--- src/rtl/uart_burst_tx_pkg.sv ---
// Shared definitions for the burst UART transmitter:
// state encodings, speed codes and the gap-length lookup.
package uart_burst_tx_pkg;

    typedef enum logic [2:0] {
        ST_IDLE   = 3'd0,
        ST_START  = 3'd1,
        ST_DATA   = 3'd2,
        ST_STOP   = 3'd3,
        ST_GAP    = 3'd4,
        ST_FINISH = 3'd5
    } state_t;

    localparam logic [7:0] SPD_0MS  = 8'h00;
    localparam logic [7:0] SPD_5MS  = 8'h05;
    localparam logic [7:0] SPD_10MS = 8'h10;
    localparam logic [7:0] SPD_20MS = 8'h20;

    localparam logic [4:0] GAP_MS_0  = 5'd0;
    localparam logic [4:0] GAP_MS_5  = 5'd5;
    localparam logic [4:0] GAP_MS_10 = 5'd10;
    localparam logic [4:0] GAP_MS_20 = 5'd20;

    // Unknown speed codes fall back to no gap.
    function automatic logic [4:0] gap_ms(input logic [7:0] code);
        case (code)
            SPD_5MS:  gap_ms = GAP_MS_5;
            SPD_10MS: gap_ms = GAP_MS_10;
            SPD_20MS: gap_ms = GAP_MS_20;
            default:  gap_ms = GAP_MS_0;
        endcase
    endfunction

endpackage

--- src/rtl/uart_bit_timer.sv ---
// Loadable down-counter shared by bit periods and inter-frame gaps.
// Loading N gives an expire pulse N+1 cycles later (in the cycle the count is 0).
module uart_bit_timer #(
    parameter int W = 16
) (
    input  logic         clk,
    input  logic         reset,
    input  logic         load,
    input  logic [W-1:0] load_value,
    output logic         expire
);

    logic [W-1:0] r_count;
    logic         r_active;

    // Count down from the loaded value; a reload always wins over expiry.
    always_ff @(posedge clk or negedge reset) begin
        if (!reset) begin
            r_count  <= '0;
            r_active <= 1'b0;
        end else if (load) begin
            r_count  <= load_value;
            r_active <= 1'b1;
        end else if (r_active) begin
            if (r_count == '0) begin
                r_active <= 1'b0;
            end else begin
                r_count <= r_count - W'(1);
            end
        end
    end

    assign expire = r_active && (r_count == '0);

endmodule

--- src/rtl/uart_burst_tx.sv ---
// Burst UART transmitter: sends the latched byte byte_count times as 8N1
// frames with an optional millisecond gap between frames.
// Handshake: start is a single-cycle request, accepted only in IDLE;
// done is a single-cycle completion strobe; there is no back-pressure.
module uart_burst_tx
    import uart_burst_tx_pkg::*;
#(
    parameter int CLK_FREQ = 100_000_000,
    parameter int BAUD     = 115_200,
    parameter int MS_TICKS = CLK_FREQ / 1000
) (
    input  logic       clk,
    input  logic       reset,
    input  logic       start,
    input  logic [7:0] data,
    input  logic [7:0] speed_bcd,
    input  logic [7:0] byte_count,
    output logic       tx,
    output logic       busy,
    output logic       done,
    output logic [7:0] bytes_sent,
    output logic [2:0] dbg_state
);

    localparam int CLKS_PER_BIT = CLK_FREQ / BAUD;
    localparam int GAP_MAX      = 20 * MS_TICKS;
    localparam int TW           = $clog2(((GAP_MAX > CLKS_PER_BIT) ? GAP_MAX : CLKS_PER_BIT) + 1);
    localparam logic [TW-1:0] BIT_LOAD = TW'(CLKS_PER_BIT - 1);

    state_t        r_state, w_state;
    logic [7:0]    r_data, w_data;
    logic [7:0]    r_count, w_count;
    logic [TW-1:0] r_gap, w_gap;
    logic [2:0]    r_bit_idx, w_bit_idx;
    logic [7:0]    r_bytes_sent, w_bytes_sent;
    logic          r_tx, w_tx;
    logic          r_busy, w_busy;
    logic          r_done, w_done;
    logic          w_load;
    logic [TW-1:0] w_load_value;
    logic          w_expire;
    logic [7:0]    w_sent_inc;
    logic [TW-1:0] w_gap_cycles;

    assign w_gap_cycles = TW'(gap_ms(speed_bcd)) * TW'(MS_TICKS);

    uart_bit_timer #(.W(TW)) u_timer (
        .clk        (clk),
        .reset      (reset),
        .load       (w_load),
        .load_value (w_load_value),
        .expire     (w_expire)
    );

    // State and output registers; outputs are registered copies of next-state values.
    always_ff @(posedge clk or negedge reset) begin
        if (!reset) begin
            r_state      <= ST_IDLE;
            r_data       <= '0;
            r_count      <= '0;
            r_gap        <= '0;
            r_bit_idx    <= '0;
            r_bytes_sent <= '0;
            r_tx         <= 1'b1;
            r_busy       <= 1'b0;
            r_done       <= 1'b0;
        end else begin
            r_state      <= w_state;
            r_data       <= w_data;
            r_count      <= w_count;
            r_gap        <= w_gap;
            r_bit_idx    <= w_bit_idx;
            r_bytes_sent <= w_bytes_sent;
            r_tx         <= w_tx;
            r_busy       <= w_busy;
            r_done       <= w_done;
        end
    end

    // Next-state logic, timer reloads and the values the outputs take next cycle.
    always_comb begin
        w_state      = r_state;
        w_data       = r_data;
        w_count      = r_count;
        w_gap        = r_gap;
        w_bit_idx    = r_bit_idx;
        w_bytes_sent = r_bytes_sent;
        w_load       = 1'b0;
        w_load_value = BIT_LOAD;
        w_sent_inc   = (r_bytes_sent == 8'hFF) ? 8'hFF : r_bytes_sent + 8'd1;

        case (r_state)
            ST_IDLE: begin
                if (start) begin
                    w_data       = data;
                    w_count      = byte_count;
                    w_gap        = w_gap_cycles;
                    w_bytes_sent = '0;
                    if (byte_count == 8'h00) begin
                        w_state = ST_FINISH;
                    end else begin
                        w_state = ST_START;
                        w_load  = 1'b1;
                    end
                end
            end
            ST_START: begin
                if (w_expire) begin
                    w_state   = ST_DATA;
                    w_bit_idx = '0;
                    w_load    = 1'b1;
                end
            end
            ST_DATA: begin
                if (w_expire) begin
                    w_load = 1'b1;
                    if (r_bit_idx == 3'd7) begin
                        w_state = ST_STOP;
                    end else begin
                        w_bit_idx = r_bit_idx + 3'd1;
                    end
                end
            end
            ST_STOP: begin
                if (w_expire) begin
                    w_bytes_sent = w_sent_inc;
                    if (w_sent_inc == r_count) begin
                        w_state = ST_FINISH;
                    end else if (r_gap != '0) begin
                        w_state      = ST_GAP;
                        w_load       = 1'b1;
                        w_load_value = r_gap - TW'(1);
                    end else begin
                        w_state = ST_START;
                        w_load  = 1'b1;
                    end
                end
            end
            ST_GAP: begin
                if (w_expire) begin
                    w_state = ST_START;
                    w_load  = 1'b1;
                end
            end
            ST_FINISH: begin
                w_state = ST_IDLE;
            end
            default: begin
                w_state = ST_IDLE;
            end
        endcase

        w_tx = 1'b1;
        case (w_state)
            ST_START: w_tx = 1'b0;
            ST_DATA:  w_tx = w_data[w_bit_idx];
            default:  w_tx = 1'b1;
        endcase
        w_busy = (w_state == ST_START) || (w_state == ST_DATA) ||
                 (w_state == ST_STOP)  || (w_state == ST_GAP);
        w_done = (w_state == ST_FINISH);
    end

    assign tx         = r_tx;
    assign busy       = r_busy;
    assign done       = r_done;
    assign bytes_sent = r_bytes_sent;
    assign dbg_state  = r_state;

endmodule

--- config.mk ---
export PLATFORM = sky130hd
export DESIGN_NAME = uart_burst_tx
export DESIGN_NICKNAME = d
export VERILOG_FILES = /design/src/rtl/uart_burst_tx_pkg.sv /design/src/rtl/uart_bit_timer.sv /design/src/rtl/uart_burst_tx.sv
export SDC_FILE = /design/constraint.sdc
export NUM_CORES = 1
export LEC_CHECK = 0
export BUFFER_PORTS_ARGS = -buffer_cell sky130_fd_sc_hd__buf_2
export CORE_ASPECT_RATIO = 0.75
export CORE_UTILIZATION = 30
export DETAILED_ROUTE_END_ITERATION = 8
export SLEW_MARGIN = 20
export SYNTH_ARGS = -nofsm -noshare
export SYNTH_HDL_FRONTEND = slang
export SYNTH_SLANG_ARGS = --single-unit
--- constraint.sdc ---
create_clock -name clk -period 7.9 [get_ports clk]
set_input_delay 1.58 -clock clk [delete_from_list [all_inputs] [get_ports clk]]
set_output_delay 1.58 -clock clk [all_outputs]
set_load 0.005 [all_outputs]
; ---- Yosys cells after proc, flatten, opt, wreduce, memory -nomap -nowiden
; Cells that the tools add are included.
[op_classes]
add_sub_neg = 4
n_mul = 1
n_lt_le_gt_ge = 1
n_eq_ne = 18
n_mux = 40
reduce_logical = 14
[op_table]
columns = cell, n
row1 = $mux W21, 7
row2 = $sub A21 B1 Y21 const B, 2
row3 = $mux W8, 5
row4 = $mux W3, 12
row5 = $logic_not A21 Y1, 1
row6 = $reduce_bool A21 Y1, 1
row7 = $mul A5 B12 Y16 const B, 1
row8 = $pmux W8 S2, 1
row9 = $pmux W3 S5, 1
row10 = $pmux W5 S3, 1
row11 = $eq A3 B2 Y1 const B, 4
row12 = $eq A3 B3 Y1 const B, 4
row13 = $mux W1, 9
row14 = $add A8 B1 Y8 const B, 1
row15 = $eq A8 B3 Y1 const B, 1
row16 = $eq A8 B5 Y1 const B, 1
row17 = $eq A8 B6 Y1 const B, 1
row18 = $eq A8 B8 Y1, 1
row19 = $eq A8 B8 Y1 const B, 1
row20 = $logic_not A8 Y1, 1
row21 = $eq A3 B1 Y1 const B, 2
row22 = $pmux W3 S2, 1
row23 = $lt A3 B4 Y1 const B, 1
row24 = $ne A2 B1 Y1 const B, 2
row25 = 12 further kinds, 16
[word_totals]
ff_bits = 71
input_bits = 27
out_inout_bits = 14
wordCells = 89

; ---- Logic depth before layout (Yosys ltp)
[depth]
word_depth = 10
ltp_mapped = 16
depth_no_buf = 16

; ---- By module
; Synthesis repeated with hierarchy kept, for this count alone.
[hier_totals]
hier_cells = 591
hier_area_um2 = 5017.3
[modules_own_cells]
columns = module, n_inst, cells_each, area_each_um2, seq_area_each_um2
row1 = uart_burst_tx, 1, 439, 3607.2, 1227.4
row2 = uart_bit_timer, 1, 152, 1410.1, 550.5

; ---- Worst setup path after synthesis
; OpenSTA, ideal clock, no wires.
[synth_path]
kind = input to register
start = input speed_bcd[5]
end = register r_gap[20]
t_arrival_ns = 4.867
required_time_ns = 7.766
path_slack_ns = 2.899
stages = 14
path_buffers = 0
cell_sequence = or4b_2 -> or2_2 -> ha_1 -> inv_1 -> ha_1 -> ha_1 -> ha_1 -> o21a_1 -> a211oi_1 -> o21bai_1 -> a21oi_1 -> o21bai_1 -> xnor2_1 -> o21ai_0
[synth_between]
elab_chain_len = 3
word_cells_on_any_way = 5
classes_between = 1 x mul / 3 x eq/ne / 1 x mux
[synth_lines]
columns = item, line_no
row1 = from (decl), uart_burst_tx.sv:16  ; input logic [7:0] speed_bcd,
row2 = "$eq A8 B6 Y1, or another cell as far along", uart_burst_tx_pkg.sv:26  ; case (code)
row3 = $pmux W5 S3 (*), uart_burst_tx_pkg.sv:26
row4 = $mul A5 B12 Y16 (*), uart_burst_tx.sv:45  ; assign w_gap_cycles = TW'(gap_ms(speed_bcd)) * TW'(MS_TICKS);
row5 = to (signal assigned), uart_burst_tx.sv:71  ; r_gap <= w_gap;
row6 = to (decl), uart_burst_tx.sv:33  ; logic [TW-1:0] r_gap, w_gap;
; Mark *: on every way between the ends. The rest lies on a longest branch, timed or not.
; A chain may end at the register's enable or synchronous reset.

; ---- Worst setup path in the final report
; Same ends and word-level chain as after synthesis.

==> impl_metrics.ini <==
[hold_path]
hp-class = flop to flop
holdPathStages = 2

[global_routing]
grt_max_degree = 71
grt.total_usage = 0.152
grt_pass1_wl_mm = 20.7
grt_pass1_vias = 3983
antenna_found_initial = 0
grt_overflow = 0

[worst_setup_path]
critPathLaunch = speed_bcd[5]
crit_end = r_gap[20]$_DFFE_PN0P_
reg2reg_slack_ns = 3.92
crit_fanout = 5
startpoint_type = primary input
r2r_end = u_timer.r_count[20]$_DFFE_PN0P_
r2r-start = bytes_sent[0]$_DFFE_PN0P_
rr_worst_depth = 9
worstSetupPathType = primary input to flop
critPathArrivalTime_ns = 5.29
cp_data_required_time_ns = 8.15
crit_path_end_kind = flop

[layout]
drive_above_1_share = 0.140
nets = 671
num_antenna_cells = 0
n_fill_cell = 1702
syn_to_final_growth_pct = 13.6

[routing]
initialDrtViolationCount = 327
wl_mm = 12.5
vias_per_cell = 5.38
wl_per_cell_um = 15.1
vias = 4467
drc = 0
firstDrtPassIters = 5
antenna_left = 0

[pwr]
power_frac_seq = 0.433
p_leak_nw = 2.58
p_clk_frac = 0.431
p_total_w = 0.00101
p_int_w = 0.000742
switchingPower_w = 0.000267
power_density_nw_per_um2 = 178
comb_power_share = 0.136
netSwitchingFraction = 0.265
ir_drop_mv = 0.100

[place]
dpl.hpwl_mm = 9.10
portBuffers = 40
place.gp.congestion = 0.861

[die]
die_area_um2 = 17200
fp.dieW_um = 151
ioPinCount = 41
fp.dieH_um = 114
core_area_um2 = 16200
start_util = 0.309
rows = 40

[clock_tree]
worstSkewPairLatency_ns = 0.34
cts-htree-levels = 3
ctsRootBufferMaster = clkbuf_16
postCtsSetupRepairBufs = 0
cts_hold_buf = 0
cts.sinks = 70
cts_tree = yes
numCtsBuffers = 9
clockBufferDepth = 2
clkTransAtPathRegs_ns = 0.05
cts_resized = 0

[sta]
hold_slack_ns = 0.469
rsz0062_at_grt = false
slew_headroom = 0.247
clock.fmax_ghz = 0.198
slew_viol_final = 0
finalCriticalPeriod_ns = 5.04
tightest_slew_ns = 1.13
fin_skew_ns = 0.00774
final-setup-viol-count = 0
finalSetupTns_ns = 0
hold_violations = 0
fin_crit_sh = 0.638

[yosys]
yosysSeqAreaShare = 0.351
synth_top_cells_by_area = dfrtp_1 35%, nand2_1 7.5%, ha_1 7.0%
ys_warn_count = 0
synth_cells = 586
synth_flop_cell = dfrtp_1
syn-num-nets = 642
ys_async_sr_fraction = 1.00
synth_area_um2 = 5000
syn_area_per_cell_um2 = 8.53
synth_edf_count = 0
yosys_register_bits = 70
synth_top_area_share = 0.346
synth.distinct_cells = 81
synth_largest_area_cell = dfrtp_1

[flow_run]
cap_violations = 0

[outcome]
status = complete, no violations
==> critical path, stage by stage <==
cell and delay, ns:
buf_2 0.11, or4b_2 0.69, or2_2 0.36, ha_1 0.30
inv_1 0.04, ha_1 0.31, ha_1 0.30, ha_1 0.34
o21a_1 0.21, a211oi_1 0.28, o21bai_1 0.11, a21oi_1 0.26
o21bai_1 0.12, xnor2_1 0.12, o21ai_0 0.15
==> cells in the mapped netlist, drive strengths merged (14+ instances only) <==
master,number
nor4,15
nor3,36
inv,22
a21oi,26
o21ai,30
nor2,32
xnor2,18
nand3,31
clkbuf,14
ha,28
nand2,100
dfrtp,69
==> flip-flops by register name, summed over array words and instances (netlist names), 3 cells and up <==
| name | flops |
|---|---|
| dbg_state | 3 |
| bytes_sent | 8 |
| r_bit_idx | 3 |
| u_timer.r_count | 21 |
| r_data | 8 |
| r_gap | 15 |
| r_count | 8 |
==> cell type report <==
| cell class | count | area [µm²] | share of cell area |
|---|---|---|---|
| clock buffers | 12 | 246 | 0.0434 |
| clock inverters | 4 | 70.1 | 0.0123 |
| inverters | 22 | 82.6 | 0.0145 |
| multi-input cells | 470 | 3050 | 0.536 |
| flip-flops and latches | 70 | 1750 | 0.309 |
| well taps | 210 | 263 | 0.0463 |
| repair buffers | 42 | 218 | 0.0383 |
==> per-layer routing <==
layer  global-route usage  wire length (µm)
met1                0.243              6810
met2                0.206              4920
met3               0.0276               671
met4               0.0380                91
met5                    0                 0
==> metrics by stage <==
step	area [µm²]	utilization	std cells	worst slack [ns]
6_report	5680	0.351	830	2.86
5_1_grt	5680	0.351	830	2.64
4_1_cts	5680	0.351	830	2.86
3_5_place_dp	5360	0.332	814	2.59
3_3_place_gp	5360	0.332	814	2.59
2_1_floorplan	5000	-	586	2.90
==> cells in the final DEF (no fill, tap or decap), types with 9 or more instances in the layout <==
master / n
dfrtp_1: 69
nor4_1: 13
nor3_1: 33
inv_1: 22
clkbuf_16: 9
nand2_1: 100
nor2_1: 32
o21ai_0: 29
xnor2_1: 18
nand3_1: 29
ha_1: 28
buf_2: 39
a21oi_1: 24
xor2_1: 9
==> cell families after synthesis <==
family / count (synthesis) / synth area share
AO/OA/AOI/OAI: 139 / 0.198
XOR/XNOR: 27 / 0.0473
other: 1 / 0.000751
buffers and inverters: 46 / 0.0403
adder cells (fa/ha/maj): 29 / 0.0741
flip-flops: 70 / 0.351
AND/OR/NAND/NOR: 274 / 0.289
==> how the worst min path moves through the flow <==
| stage | start | to | slack [ns] |
|---|---|---|---|
| finish | r_data[4]$_DFF_PN0_ | r_data[4]$_DFF_PN0_ | 0.47 |
| global route | r_data[4]$_DFF_PN0_ | r_data[4]$_DFF_PN0_ | 0.50 |
| CTS | r_data[4]$_DFF_PN0_ | r_data[4]$_DFF_PN0_ | 0.48 |
| detailed placement | r_data[4]$_DFF_PN0_ | r_data[4]$_DFF_PN0_ | 0.46 |
| global placement | r_data[6]$_DFF_PN0_ | r_data[6]$_DFF_PN0_ | 0.46 |
| floorplan | r_data[6]$_DFF_PN0_ | r_data[6]$_DFF_PN0_ | 0.44 |
==> power by group through the flow <==
stage               Combinational (W)  Sequential, W  Clock (W)
floorplan                    0.000102       0.000431          0
detailed placement           0.000136       0.000442          0
global placement             0.000135       0.000441          0
global route                 0.000156       0.000444   0.000458
CTS                          0.000138       0.000436   0.000443
finish                       0.000137       0.000437   0.000435
Note: power is estimated with default switching activity, not from simulation.
